$ cat src/rtl/jump_pkg.sv
// jump_pkg: state encoding, comparator codes and width shared by the jump FU and its issue controller
package jump_pkg;
  localparam int XLEN = 32;
  typedef enum logic [1:0] {IDLE, ISSUE, WAIT, RESP} state_t;
  localparam logic [2:0] CMP_EQ  = 3'b000;
  localparam logic [2:0] CMP_NE  = 3'b001;
  localparam logic [2:0] CMP_LT  = 3'b100;
  localparam logic [2:0] CMP_GE  = 3'b101;
  localparam logic [2:0] CMP_LTU = 3'b110;
  localparam logic [2:0] CMP_GEU = 3'b111;
endpackage

$ cat src/rtl/jump_issue_ctrl.sv
// jump_issue_ctrl: issues one jump/branch to the FU, resolves redirect and link writeback
// Optional WAIT-state watchdog enabled by defining JUMP_WATCHDOG_EN.
module jump_issue_ctrl
  import jump_pkg::*;
#(
  parameter int WDOG_CYCLES = 15
) (
  input  logic            clk,
  input  logic            rst,
  input  logic            issue_valid,
  output logic            issue_ready,
  input  logic            is_branch,
  input  logic            JALR,
  input  logic [2:0]      cmp_ctrl,
  input  logic [XLEN-1:0] rs1_data,
  input  logic [XLEN-1:0] rs2_data,
  input  logic [XLEN-1:0] imm,
  input  logic [XLEN-1:0] PC,
  input  logic [4:0]      rd,
  input  logic            flush,
  output logic            fu_EN,
  output logic            fu_JALR,
  output logic [2:0]      fu_cmp_ctrl,
  output logic [XLEN-1:0] fu_rs1_data,
  output logic [XLEN-1:0] fu_rs2_data,
  output logic [XLEN-1:0] fu_imm,
  output logic [XLEN-1:0] fu_PC,
  input  logic            fu_finish,
  input  logic            fu_cmp_res,
  input  logic [XLEN-1:0] fu_PC_jump,
  input  logic [XLEN-1:0] fu_PC_wb,
  output logic            redirect_valid,
  output logic [XLEN-1:0] redirect_pc,
  output logic            wb_valid,
  output logic [4:0]      wb_rd,
  output logic [XLEN-1:0] wb_data,
  input  logic            wb_ready,
  output logic            busy,
  output logic            wdog_err
);
  state_t state, nxt;
  logic r_branch, r_res, first, need_wb, taken, wdog_hit;
  logic [XLEN-1:0] r_jump, r_wb;
  logic [4:0] r_rd;
  assign need_wb = ~r_branch & |r_rd;
  assign taken = r_branch ? r_res : 1'b1;
  always_comb begin
    nxt = flush ? IDLE :
          state == IDLE  ? (issue_valid ? ISSUE : IDLE) :
          state == ISSUE ? WAIT :
          state == WAIT  ? (fu_finish ? RESP : wdog_hit ? IDLE : WAIT) :
          (~need_wb | wb_ready) ? IDLE : RESP;
  end
  always_ff @(posedge clk) begin
    if (rst) begin
      state <= IDLE;
      first <= 1'b0;
      r_branch <= 1'b0;
      fu_JALR <= 1'b0;
      fu_cmp_ctrl <= '0;
      fu_rs1_data <= '0;
      fu_rs2_data <= '0;
      fu_imm <= '0;
      fu_PC <= '0;
      r_rd <= '0;
      r_res <= 1'b0;
      r_jump <= '0;
      r_wb <= '0;
    end else begin
      state <= nxt;
      first <= state != RESP;
      if (state == IDLE && issue_valid && !flush) begin
        r_branch <= is_branch;
        fu_JALR <= JALR;
        fu_cmp_ctrl <= cmp_ctrl;
        fu_rs1_data <= rs1_data;
        fu_rs2_data <= rs2_data;
        fu_imm <= imm;
        fu_PC <= PC;
        r_rd <= rd;
      end
      if (state == WAIT && fu_finish && !flush) begin
        r_res <= fu_cmp_res;
        r_jump <= fu_PC_jump;
        r_wb <= fu_PC_wb;
      end
    end
  end
  assign issue_ready = state == IDLE;
  assign busy = state != IDLE;
  assign fu_EN = state == ISSUE;
  assign redirect_valid = state == RESP & first & taken & ~flush;
  assign redirect_pc = {r_jump[XLEN-1:1], r_jump[0] & ~fu_JALR};
  assign wb_valid = state == RESP & need_wb & ~flush;
  assign wb_rd = r_rd;
  assign wb_data = r_wb;
`ifdef JUMP_WATCHDOG_EN
  localparam int CW = WDOG_CYCLES > 15 ? $clog2(WDOG_CYCLES + 1) : 4;
  logic [CW-1:0] cnt;
  logic err;
  always_ff @(posedge clk) begin
    if (rst) begin
      cnt <= '0;
      err <= 1'b0;
    end else begin
      cnt <= state == WAIT ? cnt + 1'b1 : '0;
      err <= err | (wdog_hit & ~flush);
    end
  end
  assign wdog_hit = state == WAIT & ~fu_finish & cnt == CW'(WDOG_CYCLES - 1);
  assign wdog_err = err;
`else
  assign wdog_hit = 1'b0;
  assign wdog_err = WDOG_CYCLES < 0;
`endif
endmodule

$ cat config.mk
export PLATFORM = sky130hd
export DESIGN_NAME = jump_issue_ctrl
export DESIGN_NICKNAME = d
export VERILOG_FILES = /design/src/rtl/jump_pkg.sv /design/src/rtl/jump_issue_ctrl.sv
export SDC_FILE = /design/constraint.sdc
export NUM_CORES = 1
export LEC_CHECK = 0
export CORE_MARGIN = 2
export CORE_UTILIZATION = 30
export CTS_CLUSTER_DIAMETER = 80
export DETAILED_ROUTE_END_ITERATION = 8
export GPL_ROUTABILITY_DRIVEN = 0
export PLACE_DENSITY = 0.68
export RECOVER_POWER = 50
export SETUP_SLACK_MARGIN = 0.5
export SYNTH_ARGS = -nofsm -noshare
export SYNTH_HDL_FRONTEND = slang
export SYNTH_SLANG_ARGS = --single-unit
$ cat constraint.sdc
create_clock -name clk -period 3 [get_ports clk]
set_input_delay 0.3 -clock clk [delete_from_list [all_inputs] [get_ports clk]]
set_output_delay 0.3 -clock clk [all_outputs]
set_load 0.02 [all_outputs]
Word level (Yosys, flattened, before mapping)
Cells that the tools add are included.

Logic and storage cells: 45. Bits in registers: 206.

Equality and inequality tests: 4. Multiplexer cells: 7. Bitwise logic cells: 12. Reduce and logical (&&, ||, !) cells: 9.

Operators with widths (number): $mux 2 (4); $and 1x1->1 (7); $reduce_or 5->1 (1); $eq 2x2->1 const B (2); $logic_and 1x1->1 (4); $not 1->1 (4); $mux 1 (3); $eq 2x1->1 const B (1); $logic_not 2->1 (1); $ne 2x2->1 const B (1); $reduce_bool 2->1 (1); $reduce_or 2->1 (1); $logic_not 1->1 (1); $or 1x1->1 (1).

Logic depth before layout (Yosys ltp)
Depth in word-level cells: 8. Depth in mapped cells: 6.

Worst setup path before layout
No wires, ideal clock.

Kind: flip-flop to output port. From: reg r_rd[1], in the netlist wb_rd[1]. To: out wb_valid. Path buffers: 0. Stages on the path, launching flop included: 4. Arrival: 1.262 ns. Data required time: 2.700 ns. Path slack: 1.438 ns. Cells stage by stage: dfxtp_1 or4_1 nor2_1 nor4_1.

Longest elaborated chain between the ends: 4.

Ends and longest elaborated chain: start: declaration (line jump_issue_ctrl.sv:44) `logic [4:0] r_rd;`; start signal: assignment (line jump_issue_ctrl.sv:80) `r_rd <= rd;`; $reduce_or 5->1 (line jump_issue_ctrl.sv:45) `assign need_wb = ~r_branch & |r_rd;`; $and 1x1->1 (line jump_issue_ctrl.sv:45); $and 1x1->1 (2 in a row) (line jump_issue_ctrl.sv:94) `assign wb_valid = state == RESP & need_wb & ~flush;`; end: declaration (line jump_issue_ctrl.sv:34) `output logic wb_valid,`.

No other way between the ends.

Final worst setup path
From: in flush. To: reg fu_rs1_data[30].

Longest elaborated chain between the ends: 2.

Ends and longest elaborated chain: start: declaration (line jump_issue_ctrl.sv:20) `input logic flush,`; $logic_not 1->1 (line jump_issue_ctrl.sv:72) `if (state == IDLE && issue_valid && !flush) begin`; $logic_and 1x1->1 (line jump_issue_ctrl.sv:72); end signal: assignment (line jump_issue_ctrl.sv:76) `fu_rs1_data <= rs1_data;`; end: declaration (line jump_issue_ctrl.sv:24) `output logic [XLEN-1:0] fu_rs1_data,`.

No other way between the ends. A chain may end at the register's enable or synchronous reset.

==> load_flow_metrics.sql <==
INSERT INTO impl_metrics (metric_group, metric, value, unit) VALUES
('synthesis', 'synth-edff-count', '0', ''),
('final_layout', 'drive_gt1_share', '3.615', '%'),
('clocking', 'clock_tree_from_tritoncts', 'built', ''),
('synthesis', 'yosysMostFrequentCell', 'sky130_fd_sc_hd__nand2_1', ''),
('global_route', 'globalRouteTotalUtil', '17.65', '%'),
('detailed_routing', 'routed_length_per_instance', '15.01', 'um'),
('detailed_routing', 'viasPerCell', '4.531', ''),
('die', 'std_cell_rows', '57', ''),
('worst_setup_path', 'cpMaxStageDelayCell', 'sky130_fd_sc_hd__clkbuf_4', ''),
('die', 'die_h', '161.8', 'um'),
('die', 'fp.dieArea', '26180', 'sq um'),
('placement', 'hpwlAfterDp', '16720', 'um'),
('die', 'core', '24390', 'sq um'),
('pwr', 'irDropWorstVdd', '365.1', 'uV'),
('synthesis', 'top_cells_by_instance_count_after_synthesis', 'sky130_fd_sc_hd__nand2_1 (407), sky130_fd_sc_hd__dfxtp_1 (206), sky130_fd_sc_hd__a21oi_1 (204)', ''),
('outcome', 'run_status', 'complete, but fails checks', ''),
('final_layout', 'areaGrowthSynthToFinish', '63.43', '%'),
('final_layout', 'antenna-diode-count', '0', ''),
('detailed_routing', 'drc_errors', '0', ''),
('worst_setup_path', 'crit_fanout', '138', ''),
('clocking', 'cts_root_buf', 'sky130_fd_sc_hd__clkbuf_16', ''),
('clocking', 'clk_latency', '0.51', 'ns'),
('global_route', 'grt_antenna_before_repair', '0', ''),
('clocking', 'cts_sinks', '206', ''),
('sta', 'final.min_clock_period', '2.543', 'ns'),
('outcome', 'failed_checks', 'capacitance limit, slew limit', ''),
('clocking', 'maximum_count_of_clock_buffers_along_a_single_path', '3', ''),
('synthesis', 'synth_area_leader_cell', 'sky130_fd_sc_hd__dfxtp_1', ''),
('detailed_routing', 'initialDrtViolationCount', '554', ''),
('synthesis', 'synth_adder_area_share', '0', '%'),
('min_path', 'hold_class', 'in2reg', ''),
('synthesis', 'post_synth_xor_area_fraction', '0', '%'),
('die', 'io-pin-count', '416', ''),
('synthesis', 'synth-compound-area-share', '13.87', '%'),
('worst_setup_path', 'family_with_the_most_delay_on_the_worst_path', 'buffers and inverters', ''),
('synthesis', 'syn_inst', '942', ''),
('sta', 'final.period_utilization', '84.77', '%'),
('synthesis', 'yosysWarningCount', '0', ''),
('clocking', 'number_of_clock_buffers_inserted_by_tritoncts', '24', ''),
('die', 'initial_utilization', '30.62', '%'),
('worst_setup_path', 'start_kind', 'input port', ''),
('detailed_routing', 'antenna_left', '0', ''),
('worst_setup_path', 'critical_path_buf_inv_count', '2', ''),
('sta', 'tightest_slew', '1.813', 'ns'),
('sta', 'slew-limit-headroom', '-20.88', '%'),
('synthesis', 'syn-mean-instance-area', '7.930', 'sq um'),
('sta', 'finalMaxSlewViolations', '223', ''),
('synthesis', 'yosys_register_bits', '206', ''),
('synthesis', 'yosys-mux-area-fraction', '0.1340', '%'),
('clocking', 'htree_num_levels', '1', ''),
('sta', 'finalSetupTns', '0', 'ns'),
('die', 'die_span_in_x', '161.8', 'um'),
('run', 'timing.max_cap.violations', '2', ''),
('global_route', 'via_count_of_the_first_global_routing_pass', '6997', ''),
('final_layout', 'layout.nets', '1499', ''),
('detailed_routing', 'routed_via_count', '7358', ''),
('global_route', 'grt_overflow_total', '0', ''),
('detailed_routing', 'iteration_count_of_the_initial_detailed_routing_pass', '4', ''),
('sta', 'rsz0062_at_grt', 'no', ''),
('worst_setup_path', 'endpoint_kind', 'register', ''),
('worst_setup_path', 'r2r_slack', '0.56', 'ns'),
('synthesis', 'yosysTopAreaCellShare', '55.21', '%'),
('synthesis', 'synth_simple_gate_area_share', '22.13', '%'),
('clocking', 'worst_setup_hold_path_clk_slew', '0.06', 'ns'),
('worst_setup_path', 'cp_cell_sequence', 'dlygate4sd3_1, or4b_4, clkbuf_4, nand2_1, a21oi_1', ''),
('global_route', 'grt_start_max_net_pins', '139', ''),
('synthesis', 'synth_area', '7470', 'sq um'),
('synthesis', 'postSynth.topFlopCell', 'sky130_fd_sc_hd__dfxtp_1', ''),
('sta', 'timing.final.setup_violations', '0', ''),
('sta', 'fin_worst_skew', '0.007802', 'ns'),
('synthesis', 'synth.top_cells.by_area', 'sky130_fd_sc_hd__dfxtp_1 (55%), sky130_fd_sc_hd__nand2_1 (20%), sky130_fd_sc_hd__a21oi_1 (14%), sky130_fd_sc_hd__buf_4 (3.3%), sky130_fd_sc_hd__buf_6 (2.1%)', '');
## area by class of cell
| cell class | count | area (sq um) |
|---|---|---|
| clock buffers | 34 | 699.4 |
| clock inverters | 2 | 16.27 |
| fillers | 2327 | 12180 |
| inverters | 2 | 7.507 |
| multi-input cells | 633 | 2716 |
| flip-flops and latches | 206 | 4126 |
| well taps | 324 | 405.4 |
| repair buffers | 423 | 4237 |
## metrics by stage
stage                     instances  setup WS [ns]  hold WS (ns)  cell area, sq um
after detailed placement       1588         0.5650        0.4453             11530
after global placement         1588         0.5887        0.4393             11530
after CTS                      1624         0.4246        0.2843             12250
after global routing           1624         0.3462        0.3187             12210
after floorplan                 942          1.438        0.4318              7470
final                          1624         0.4568        0.3337             12210
## logic make-up (layout without fill, tap and decap cells)
| logic type | count (synthesis) | after routing |
|---|---|---|
| other | 1 | 1 |
| AOI/OAI and AO/OA | 207 | 207 |
| and+or+nand+nor | 424 | 424 |
| muxes | 1 | 1 |
| buffers and inverters | 103 | 461 |
| DFF | 206 | 206 |
## path summary, 6_finish.rpt
| path | cells after the start | to | startpoint |
|---|---|---|---|
| setup / recovery | 5 | fu_rs1_data[30] | flush |
| hold / removal | 3 | fu_rs2_data[12] | rs2_data[12] |
| setup reg to reg | 4 | fu_rs1_data[30] | state[1] |
| hold reg to reg | 2 | fu_imm[15] | fu_imm[15] |
## per-layer routing
layer  vias to the layer above  GRT usage [%]  wire length [um]
met2                       302          30.15             11630
met5                         -              0                 0
met4                         0          5.752               755
met1                      3337          20.31              9494
met3                        43          6.818              2492
li1                       3676              -                 -
## sequential cells by signal, indices dropped and copies added, names as in the netlist
name / flops
fu_JALR: 1
wb_rd: 5
fu_PC: 32
wb_data: 32
state: 2
fu_cmp_ctrl: 3
first: 1
r_branch: 1
r_res: 1
fu_rs1_data: 32
fu_imm: 32
fu_rs2_data: 32
r_jump: 32
## repair_timing
item	in CTS	in global routing
setup endpoints to repair	2	1
pin swaps	0	0
gates resized for setup	3	1
buffers inserted	0	0
## tightest hold or removal path, cell delays in order
cell	delay, ns
sky130_fd_sc_hd__clkdlybuf4s50_1	0.39
sky130_fd_sc_hd__nand2_1	0.05
sky130_fd_sc_hd__a21oi_1	0.05
## report_power, final
group | total [uW] | internal (uW) | switching (uW)
logic | 853 | 459 | 395
clock network | 2690 | 1600 | 1090
registers | 2880 | 2830 | 49.6
## placed cells by master, fill, tap and decap left out, drive strengths merged
master           n
nand2          407
clkdlybuf4s50  359
dfxtp          206
a21oi          204
dlygate4sd3     53
clkbuf          38
buf              6
o21ai            3
nor2             3
inv              3
nor2b            2
or4              2
nand3            2
or2              1
nor3             1
nor4             1
nor4b            1
or4b             1
and4bb           1
nand4bb          1
nand4            1
mux2i            1
conb             1
clkinv           1
dlygate4sd2      1
Note: power is estimated with default switching activity, not from simulation.
